--- config.mk ---
export PLATFORM = sky130hd
export DESIGN_NAME = sar_r2r_adc_flat
export DESIGN_NICKNAME = d
export VERILOG_FILES = /design/src/rtl/sar_r2r_adc_pkg.sv /design/src/rtl/sar_r2r_adc_if.sv /design/src/rtl/sar_r2r_adc_sync.sv /design/src/rtl/sar_r2r_adc.sv /design/src/flat_wrapper.sv
export SDC_FILE = /design/constraint.sdc
export NUM_CORES = 1
export LEC_CHECK = 0
export CAP_MARGIN = 25
export CORE_MARGIN = 8
export CORE_UTILIZATION = 30
export DETAILED_ROUTE_END_ITERATION = 12
export GPL_TIMING_DRIVEN = 0
export RECOVER_POWER = 100
export SLEW_MARGIN = 0
export SYNTH_ARGS = -nofsm -noshare
export SYNTH_HDL_FRONTEND = slang
export SYNTH_SLANG_ARGS = --single-unit
--- constraint.sdc ---
create_clock -name clk -period 2.1 [get_ports clk]
set_input_delay 0.42 -clock clk [delete_from_list [all_inputs] [get_ports clk]]
set_output_delay 0.42 -clock clk [all_outputs]
set_load 0.05 [all_outputs]
--- src/rtl/sar_r2r_adc_pkg.sv ---
// Shared types and default sizing for the SAR R2R ADC controller.
package sar_r2r_adc_pkg;

    localparam int unsigned SAR_WIDTH     = 8;
    localparam int unsigned SAR_SETTLE    = 100;
    localparam int unsigned SAR_SYNC      = 2;
    localparam int unsigned SAR_AVG_SHIFT = 4;

    typedef enum logic [1:0] {
        IDLE   = 2'd0,
        SETTLE = 2'd1,
        DECIDE = 2'd2,
        DONE   = 2'd3
    } sar_state_t;

endpackage

--- src/rtl/sar_r2r_adc_if.sv ---
// Control, comparator and result bundle between the SAR controller and its user.
interface sar_r2r_adc_if #(
    parameter int unsigned WIDTH     = 8,
    parameter int unsigned AVG_SHIFT = 4
);
    logic                        enable;
    logic                        comp_in;
    logic [WIDTH-1:0]            r2r_out;
    logic                        busy;
    logic [WIDTH-1:0]            data;
    logic                        data_valid;
    logic [WIDTH+AVG_SHIFT-1:0]  ave_data;
    logic                        ave_valid;

    modport master (
        output enable, comp_in,
        input  r2r_out, busy, data, data_valid, ave_data, ave_valid
    );

    modport slave (
        input  enable, comp_in,
        output r2r_out, busy, data, data_valid, ave_data, ave_valid
    );
endinterface

--- src/rtl/sar_r2r_adc_sync.sv ---
// Multi-flop synchronizer for a single asynchronous bit, reset to 0.
module bit_synchronizer #(
    parameter int unsigned STAGES = 2
) (
    input  logic clk,
    input  logic reset,
    input  logic d,
    output logic q
);

    logic [STAGES-1:0] ff;

    always_ff @(posedge clk or posedge reset) begin
        if (reset) ff <= '0;
        else       ff <= (ff << 1) | STAGES'(d);
    end

    assign q = ff[STAGES-1];

endmodule

--- src/rtl/sar_r2r_adc.sv ---
// SAR controller: walks R2R trial codes one bit per settle window, publishes
// each result and a running 2^AVG_SHIFT-sample sum.
module sar_r2r_adc
    import sar_r2r_adc_pkg::*;
#(
    parameter int unsigned WIDTH         = SAR_WIDTH,
    parameter int unsigned SETTLE_CYCLES = SAR_SETTLE,
    parameter int unsigned SYNC_STAGES   = SAR_SYNC,
    parameter int unsigned AVG_SHIFT     = SAR_AVG_SHIFT
) (
    input  logic               clk,
    input  logic               reset,
    sar_r2r_adc_if.slave       bus
);

    localparam int unsigned IDX_W = (WIDTH > 2) ? $clog2(WIDTH) : 1;
    localparam int unsigned CNT_W = (SETTLE_CYCLES > 2) ? $clog2(SETTLE_CYCLES) : 1;
    localparam int unsigned ACC_W = WIDTH + AVG_SHIFT;
    localparam int unsigned N_W   = AVG_SHIFT;

    localparam logic [1:0] S_IDLE   = 2'(IDLE);
    localparam logic [1:0] S_SETTLE = 2'(SETTLE);
    localparam logic [1:0] S_DECIDE = 2'(DECIDE);
    localparam logic [1:0] S_DONE   = 2'(DONE);

    logic             comp_s;
    logic [1:0]       state,   state_n;
    logic [CNT_W-1:0] cnt,     cnt_n;
    logic [IDX_W-1:0] bit_idx, idx_n;
    logic [WIDTH-1:0] result,  result_n;
    logic [WIDTH-1:0] r2r,     r2r_n;
    logic             busy_q,  busy_n;
    logic [WIDTH-1:0] data_q,  data_n;
    logic             dv_q,    dv_n;
    logic [ACC_W-1:0] acc,     acc_n;
    logic [N_W-1:0]   n,       n_n;
    logic [ACC_W-1:0] ave_q,   ave_n;
    logic             av_q,    av_n;
    logic [WIDTH-1:0] res_bit;

    bit_synchronizer #(.STAGES(SYNC_STAGES)) u_comp_sync (
        .clk   (clk),
        .reset (reset),
        .d     (bus.comp_in),
        .q     (comp_s)
    );

    always_ff @(posedge clk or posedge reset) begin
        if (reset) begin
            state   <= S_IDLE;
            cnt     <= '0;
            bit_idx <= '0;
            result  <= '0;
            r2r     <= '0;
            busy_q  <= 1'b0;
            data_q  <= '0;
            dv_q    <= 1'b0;
            acc     <= '0;
            n       <= '0;
            ave_q   <= '0;
            av_q    <= 1'b0;
        end else begin
            state   <= state_n;
            cnt     <= cnt_n;
            bit_idx <= idx_n;
            result  <= result_n;
            r2r     <= r2r_n;
            busy_q  <= busy_n;
            data_q  <= data_n;
            dv_q    <= dv_n;
            acc     <= acc_n;
            n       <= n_n;
            ave_q   <= ave_n;
            av_q    <= av_n;
        end
    end

    always_comb begin
        state_n  = state;
        cnt_n    = cnt;
        idx_n    = bit_idx;
        result_n = result;
        r2r_n    = r2r;
        busy_n   = busy_q;
        data_n   = data_q;
        dv_n     = 1'b0;
        acc_n    = acc;
        n_n      = n;
        ave_n    = ave_q;
        av_n     = 1'b0;
        res_bit  = result;

        case (state)
            S_IDLE: begin
                if (bus.enable) begin
                    state_n  = S_SETTLE;
                    idx_n    = IDX_W'(WIDTH - 1);
                    result_n = '0;
                    r2r_n    = WIDTH'(1) << (WIDTH - 1);
                    cnt_n    = '0;
                    busy_n   = 1'b1;
                end
            end
            S_SETTLE: begin
                cnt_n = cnt + CNT_W'(1);
                if (cnt == CNT_W'(SETTLE_CYCLES - 1)) state_n = S_DECIDE;
            end
            S_DECIDE: begin
                // Trial bit survives only if the input is at or above the DAC level.
                res_bit[bit_idx] = comp_s;
                result_n         = res_bit;
                if (bit_idx != '0) begin
                    idx_n   = bit_idx - IDX_W'(1);
                    r2r_n   = res_bit | (WIDTH'(1) << idx_n);
                    cnt_n   = '0;
                    state_n = S_SETTLE;
                end else begin
                    data_n  = res_bit;
                    dv_n    = 1'b1;
                    r2r_n   = res_bit;
                    state_n = S_DONE;
                end
            end
            S_DONE: begin
                busy_n  = 1'b0;
                state_n = S_IDLE;
                if (n == {N_W{1'b1}}) begin
                    ave_n = acc + ACC_W'(data_q);
                    av_n  = 1'b1;
                    acc_n = '0;
                    n_n   = '0;
                end else begin
                    acc_n = acc + ACC_W'(data_q);
                    n_n   = n + N_W'(1);
                end
            end
            default: state_n = S_IDLE;
        endcase
    end

    assign bus.r2r_out    = r2r;
    assign bus.busy       = busy_q;
    assign bus.data       = data_q;
    assign bus.data_valid = dv_q;
    assign bus.ave_data   = ave_q;
    assign bus.ave_valid  = av_q;

endmodule
--- src/flat_wrapper.sv ---
// flat-port wrapper written by rule: the top's interface ports become plain ports
module sar_r2r_adc_flat import sar_r2r_adc_pkg::*;
#(
    parameter int unsigned WIDTH         = SAR_WIDTH,
    parameter int unsigned SETTLE_CYCLES = SAR_SETTLE,
    parameter int unsigned SYNC_STAGES   = SAR_SYNC,
    parameter int unsigned AVG_SHIFT     = SAR_AVG_SHIFT
)
  (clk, reset, bus_enable, bus_comp_in, bus_r2r_out, bus_busy, bus_data, bus_data_valid, bus_ave_data, bus_ave_valid);
  sar_r2r_adc_if #(.WIDTH(WIDTH), .AVG_SHIFT(AVG_SHIFT)) bus_i ();
  input  logic clk;
  input  logic reset;
  input wire logic [$bits(bus_i.enable)-1:0] bus_enable;
  input wire logic [$bits(bus_i.comp_in)-1:0] bus_comp_in;
  output wire logic [$bits(bus_i.r2r_out)-1:0] bus_r2r_out;
  output wire logic [$bits(bus_i.busy)-1:0] bus_busy;
  output wire logic [$bits(bus_i.data)-1:0] bus_data;
  output wire logic [$bits(bus_i.data_valid)-1:0] bus_data_valid;
  output wire logic [$bits(bus_i.ave_data)-1:0] bus_ave_data;
  output wire logic [$bits(bus_i.ave_valid)-1:0] bus_ave_valid;
  assign bus_i.enable = bus_enable;
  assign bus_i.comp_in = bus_comp_in;
  assign bus_r2r_out = bus_i.r2r_out;
  assign bus_busy = bus_i.busy;
  assign bus_data = bus_i.data;
  assign bus_data_valid = bus_i.data_valid;
  assign bus_ave_data = bus_i.ave_data;
  assign bus_ave_valid = bus_i.ave_valid;
  sar_r2r_adc #(.WIDTH(WIDTH), .SETTLE_CYCLES(SETTLE_CYCLES), .SYNC_STAGES(SYNC_STAGES), .AVG_SHIFT(AVG_SHIFT)) u_core (.clk(clk), .reset(reset), .bus(bus_i));
endmodule
==> run metrics, run 1 <==
final instance area=4050 sq um; path depth of the worst reg2reg path=7; Post-Syn Nets=356; commonest non-fill, non-tap cell in the layout=dfrtp_1; Critical Path, Cell by Cell=clkdlybuf4s50_1; relative slew slack=43.4%; FILL cells=between 1000 and 1500; YS warnings=0; Synth top area share=51.5%; clk slew on worst S/H paths=0.08 ns; core area=10900 sq um; Arrival @ worst endpoint=about 1.6 ns; f_max=between 0.4 and 0.5 GHz; pin count of the biggest net entering global routing=37; fin nets=400; kind of start point of the critical path=flop; multi-input logic area=1550 sq um; Critical-path top delay cell=clkdlybuf4s50_1; vias=2545; CP Capture Type=output pin; Final Hold Violating Endpoints=0; Area after DPL=3910 sq um; vias in the first global route=roughly 2500; RSZ-0062 raised after global routing=no; Yosys cell types=47; WS Path Type=flop to output pin; min Tclk post-route=2.03 ns; CP startpoint=u_core.bus.data[3]$_DFFE_PP0P_; P per Cell Area=588 nW/um^2; run status=finished clean; pre-CTS setup slack=-0.0463 ns; Worst-Skew Late Latency=approximately 0.34 ns; FP Rows=38; Max Fanout on Critical Path=3; Num CTS Buffers=9; layout cells sized above 1=10.9%; hold path endpoint=u_core.u_comp_sync.ff[1]$_DFF_PP0_; RD Place Congestion=0.820; first-pass GRT wire length=12.8 mm; CTS tree=done; final setup vio count=0; hold_sp=u_core.u_comp_sync.ff[0]$_DFF_PP0_; FF-to-FF setup slack=0.10 ns; clk buf depth=2; Largest stage delay, worst path=0.85 ns; FFs w/ async S/R, synth=100%; worst vdd rail ir drop=0.000276 V; Detail Route Antenna Nets=0; Ports=35; iteration count of the initial detailed-routing pass=4; Leak Pwr=about 1.9 nW; number of flops mapped to enable cells by yosys=0; hpwl dp=5.65 mm; Root Buffer=clkbuf_8; wire length per cell=14.6 um; Total GRT Usage=10.9%; clock sinks=69; Worst Path Required=1.68 ns; # H-tree levels=3; Seq cells post-synth=roughly 70; Mapped Area=~3400 sq um; CP bufs+invs=1; die outline area=14800 sq um; Die X=122 um; Worst Clk Skew=between 0.01 and 0.015 ns; Synth area leaders=dfrtp_1 (51%), nand2_1 (5.8%), ha_1 (5.6%), nor2_1 (3.6%), a21oi_1 (3.1%); final max-slew violation count=0; FF-to-FF End=u_core.bus.ave_data[10]$_DFFE_PP0P_; period utilization=between 90% and 100%; DRT iter0 DRCs=between 100 and 150; GR Overflow Total=0; sequential area share after synthesis=51.5%; Starting Density=30.8%; Post-Synthesis Cells=336; Slew @ Worst Pin=about 0.85 ns; cell family with most CP delay=buffers and inverters; DRC=0; Sequential Area=~1700 sq um; initial antenna violation count=0; top_reg_cell synth=dfrtp_1; synth-to-layout area growth=20.8%; Reg2Reg Launch Point=u_core.bus.data[0]$_DFFE_PP0P_; Post-CTS Hold Buffers=0; max_cap viols=0; most frequent cells in the layout=dfrtp_1 (68), nand2_1 (52), nor2_1 (32), a21oi_1 (21), dlygate4sd3_1 (21); Port-buffer cells=34; Yosys top cell by area=dfrtp_1; setup ws final=0.0731 ns; vias per inst=4.85; Avg Inst Size Synth=around 10 sq um; Hold/Removal Path Class=flop to flop; detailed-route wire length=7.67 mm; die height=around 120 um; antenna cell count=0; worst hold stages=0
## synthesized netlist by cell type, types with 2 or more instances
| library cell | instances |
|---|---|
| a221o_1 | 4 |
| nor3_1 | 2 |
| xor2_1 | 11 |
| nor2_1 | 32 |
| o21ai_1 | 2 |
| o21ai_0 | 18 |
| inv_2 | 2 |
| mux2i_1 | 9 |
| a22o_1 | 6 |
| xnor2_1 | 6 |
| nand2_1 | 52 |
| inv_1 | 8 |
| a32oi_1 | 2 |
| nor4_1 | 2 |
| dfrtp_1 | 69 |
| o211ai_1 | 2 |
| nand2b_1 | 3 |
| buf_2 | 9 |
| a211oi_2 | 2 |
| o22ai_1 | 2 |
| nand3_1 | 10 |
| a21o_1 | 8 |
| nand4_1 | 4 |
| clkbuf_1 | 5 |
| and2_1 | 3 |
| ha_1 | 15 |
| and3_2 | 2 |
| or3_1 | 4 |
| nor2b_1 | 3 |
| a31oi_1 | 2 |
| a21oi_1 | 21 |
## kinds of logic (layout without fill, tap and decap cells)
| group | after synthesis | count (layout) | share of synthesized area, % |
|---|---|---|---|
| mux | 10 | 10 | 3.02 |
| xor+xnor | 17 | 17 | 4.44 |
| fa+ha+maj | 16 | 16 | 6.19 |
| flops | 69 | 69 | 51.5 |
| buf+inv | 24 | 73 | 3.02 |
| compound gates | 80 | 80 | 16.0 |
| simple gates | 120 | 120 | 15.9 |
## worst max path at each step
stage                                                     end  cells after the start
after floorplan           u_core.bus.ave_data[10]$_DFFE_PP0P_                      7
after global placement    u_core.bus.ave_data[10]$_DFFE_PP0P_                      7
after detailed placement  u_core.bus.ave_data[10]$_DFFE_PP0P_                      7
after CTS                  u_core.bus.ave_data[8]$_DFFE_PP0P_                      7
after global routing      u_core.bus.ave_data[10]$_DFFE_PP0P_                      7
final                                             bus_data[3]                      1
## state kept, by name (all words and copies together) (netlist names)
signal                 flops
u_core.result              8
u_core.acc                12
u_core.bus.data            8
u_core.u_comp_sync.ff      2
u_core.cnt                 7
u_core.bit_idx             3
u_core.state               2
u_core.bus.ave_valid       1
u_core.bus.busy            1
u_core.bus.ave_data       12
u_core.bus.data_valid      1
u_core.n                   4
u_core.bus.r2r_out         8
## per-stage QoR
step / std cells / total power [W] / util [%] / setup TNS, ns / hold slack (ns)
after global routing: 525 / 0.00250 / 37.2 / 0 / 0.367
after global placement: 510 / 0.00145 / 35.7 / -0.124 / 0.332
after CTS: 527 / 0.00242 / 37.5 / 0 / 0.356
final: 525 / 0.00238 / 37.2 / 0 / 0.361
after detailed placement: 511 / 0.00145 / 35.9 / -0.115 / 0.337
after floorplan: 336 / 0.00142 / - / -0.0187 / 0.331
## layer usage
| layer | up-vias | global-route usage (%) | wire length [um] |
|---|---|---|---|
| met5 | - | 0 | 0 |
| met4 | 0 | 4.39 | 102 |
| met3 | 8 | 3.29 | 372 |
| met2 | 42 | 15.8 | 3330 |
| met1 | 1238 | 15.0 | 3860 |
| li1 | 1257 | - | - |
## layout make-up
cell class	count	area share (%)
sequential	69	42.6
multi-input combinational	243	38.3
timing repair buffer	35	8.24
tap	140	4.32
clock buffer	11	3.24
buffer	12	1.33
inverter	10	1.02
clock inverter	5	0.926
## what timing repair did
item                       in CTS  in global routing
hold endpoints to repair        0                  0
resized for setup               3                  5
setup endpoints to repair       5                  9
buffers inserted                0                  0
pin swaps                       2                  2
## power breakdown
part	internal, W	switching, W	total (W)
logic	0.0000229	0.0000550	0.0000779
registers	0.00133	0.00000731	0.00134
clock network	0.000434	0.000531	0.000964
total	0.00179	0.000593	0.00238
(Power assumes the default switching activity.)
==> run 2, diff against run 1 <==
--- a/config.mk
+++ b/config.mk
@@ -6,7 +6,6 @@
 export NUM_CORES = 1
 export LEC_CHECK = 0
 export CAP_MARGIN = 25
-export CORE_MARGIN = 8
 export CORE_UTILIZATION = 30
 export DETAILED_ROUTE_END_ITERATION = 12
 export GPL_TIMING_DRIVEN = 0
==> run metrics, run 2 (synthesized netlist as in run 1, its figures left out) <==
vias per inst=4.83 (was 4.85); relative slew slack=14.3% (was 43.4%); CP Capture Type=output pin (unchanged); Total GRT Usage=14.0% (was 10.9%); hpwl dp=5.36 mm (was 5.65 mm); pin count of the biggest net entering global routing=43 (was 37); Sw Pwr=0.000561 W (was 0.000593 W); final max-slew violation count=0 (unchanged); vias=2548 (was 2545); layout cells sized above 1=12.4% (was 10.9%); CP bufs+invs=1 (unchanged); Ports=35 (unchanged); clock sinks=69 (unchanged); Tot Pwr=0.00257 W (was 0.00238 W); min Tclk post-route=2.03 ns (about the same); die height=108 um (was 122 um); die outline area=11600 sq um (was 14800 sq um); RSZ-0062 raised after global routing=yes (was no); DRT iter0 DRCs=64 (was 147); max_cap viols=0 (unchanged); Starting Density=30.8% (unchanged); FP Rows=38 (unchanged); Detail Route Antenna Nets=0 (unchanged); grt met1 use=19.6% (was 15.0%); CTS tree=done (unchanged); most frequent cells in the layout=dfrtp_1 (68), nand2_1 (52), nor2_1 (32), clkdlybuf4s50_1 (30), a21oi_1 (20) (was dfrtp_1 (68), nand2_1 (52), nor2_1 (32), a21oi_1 (21), dlygate4sd3_1 (21)); DRC=0 (unchanged); kind of start point of the critical path=flop (unchanged); Slew @ Worst Pin=1.28 ns (was 0.847 ns); period utilization=96.7% (was 96.5%); Root Buffer=clkbuf_8 (unchanged); Hold/Removal Path Class=flop to flop (unchanged); Largest stage delay, worst path=0.84 ns (was 0.85 ns); clk buf depth=2 (unchanged); Final Hold Violating Endpoints=0 (unchanged); P per Cell Area=620 nW/um^2 (was 588 nW/um^2); Switching Share=21.9% (was 24.9%); Critical Path, Cell by Cell=clkdlybuf4s50_1 (unchanged); Worst Path Required=1.68 ns (about the same); GR Overflow Total=0 (unchanged); Num CTS Buffers=9 (unchanged); clk slew on worst S/H paths=0.07 ns (was 0.08 ns); # H-tree levels=3 (unchanged); routing usage on met2=20.9% (was 15.8%); initial antenna violation count=0 (unchanged); Worst-Skew Late Latency=0.34 ns (about the same); final setup vio count=0 (unchanged); RD Place Congestion=0.828 (was 0.820); Gate power share=3.1% (was 3.3%); Die X=108 um (was 122 um); P_int=0.00200 W (was 0.00179 W); f_max=0.492 GHz (was 0.493 GHz); Worst Clk Skew=0.0104 ns (was 0.0150 ns); Leak Pwr=1.93 nW (was 1.94 nW); core area=10900 sq um (unchanged); Arrival @ worst endpoint=1.61 ns (about the same); antenna cell count=0 (unchanged); vias in the first global route=2482 (was 2475); register share of total power=52.3% (was 56.3%); Port-buffer cells=34 (unchanged); first-pass GRT wire length=12.4 mm (was 12.8 mm); clock network fraction of total power=44.6% (was 40.5%); Max Fanout on Critical Path=3 (unchanged); Most Used Layer, Global Route=met2 (unchanged); Layout Utilization=38.0% (was 37.2%); iteration count of the initial detailed-routing pass=4 (unchanged); detailed-route wire length=7.44 mm (was 7.67 mm); WS Path Type=flop to output pin (unchanged); worst vdd rail ir drop=0.000386 V (was 0.000276 V); met3 GRT Util=3.51% (was 3.29%); fin nets=403 (was 400); hold_ws=0.352 ns (was 0.361 ns); cell family with most CP delay=buffers and inverters (unchanged); FILL cells=1095 (was 1116); run status=finished clean (unchanged); Critical-path top delay cell=clkdlybuf4s50_1 (unchanged); commonest non-fill, non-tap cell in the layout=dfrtp_1 (unchanged); synth-to-layout area growth=23.4% (was 20.8%); wire length per cell=14.1 um (was 14.6 um)
[run 2: cell count changes in the layout (fill, tap and decap cells not counted), moves of 2 or more]
cell,previous run,this run
clkinvlp_4,3,1
dlygate4sd3_1,21,2
clkbuf_2,2,0
clkdlybuf4s50_1,10,30
clkbuf_8,9,12
and2_0,3,1
buf_2,5,8
buf_4,0,3
clkbuf_1,9,6
and2_1,0,2
[run 2: worst paths after layout]
check	depth (start not counted)	end	from	slack, ns
worst min-delay path	0	u_core.u_comp_sync.ff[1]$_DFF_PP0_	u_core.u_comp_sync.ff[0]$_DFF_PP0_	0.35
max in group asynchronous	3	u_core.bus.data[0]$_DFFE_PP0P_	reset	0.52
worst max register to register	7	u_core.bus.ave_data[10]$_DFFE_PP0P_	u_core.bus.data[0]$_DFFE_PP0P_	0.09
min in group asynchronous	2	u_core.bus.ave_data[4]$_DFFE_PP0P_	reset	0.81
worst max-delay path	1	bus_data[4]	u_core.bus.data[4]$_DFFE_PP0P_	0.07
worst min register to register	0	u_core.u_comp_sync.ff[1]$_DFF_PP0_	u_core.u_comp_sync.ff[0]$_DFF_PP0_	0.35
[run 2: area by class of cell]
| class | instances | area [sq um] | area share, % |
|---|---|---|---|
| Clock buffer | 13 | 169 | 4.08 |
| Buffer | 12 | 55.1 | 1.33 |
| Sequential cell | 69 | 1730 | 41.7 |
| Inverter | 10 | 38.8 | 0.937 |
| Clock inverter | 3 | 42.5 | 1.03 |
| Multi-Input combinational cell | 243 | 1560 | 37.6 |
| Timing Repair Buffer | 38 | 375 | 9.07 |
| Tap cell | 140 | 175 | 4.23 |
[run 2: per-layer routing]
metal  vias up  wire length, um
li1       1271                -
met1      1231             3830
met2        37             3270
met3         9              253
met4         0               92
met5         -                0
[run 2: power by group through the flow]
| stage | registers, W | logic, W | clock network (W) |
|---|---|---|---|
| finish | 0.00134 | 0.0000807 | 0.00114 |
| global route | 0.00134 | 0.0000930 | 0.00125 |
| CTS | 0.00134 | 0.0000851 | 0.00118 |
| detailed placement | 0.00137 | 0.0000850 | 0 |
| global placement | 0.00137 | 0.0000788 | 0 |
| floorplan | 0.00137 | 0.0000520 | 0 |
[run 2: timing repair]
item / CTS / global route
pin swaps: 2 / 5
hold buffers: 0 / 0
setup endpoints to repair: 4 / 8
gates resized for setup: 4 / 4
setup buffers: 0 / 3
[run 2: stage by stage]
step	setup TNS [ns]	instances	setup WS [ns]	instance area, sq um
3_3_place_gp	-0.235	510	-0.0706	3880
4_1_cts	0	527	0.0623	4130
3_5_place_dp	-0.313	511	-0.0720	3910
6_report	0	528	0.0689	4140
2_1_floorplan	-0.0187	336	-0.0187	3370
5_1_grt	-0.0405	528	-0.0405	4140
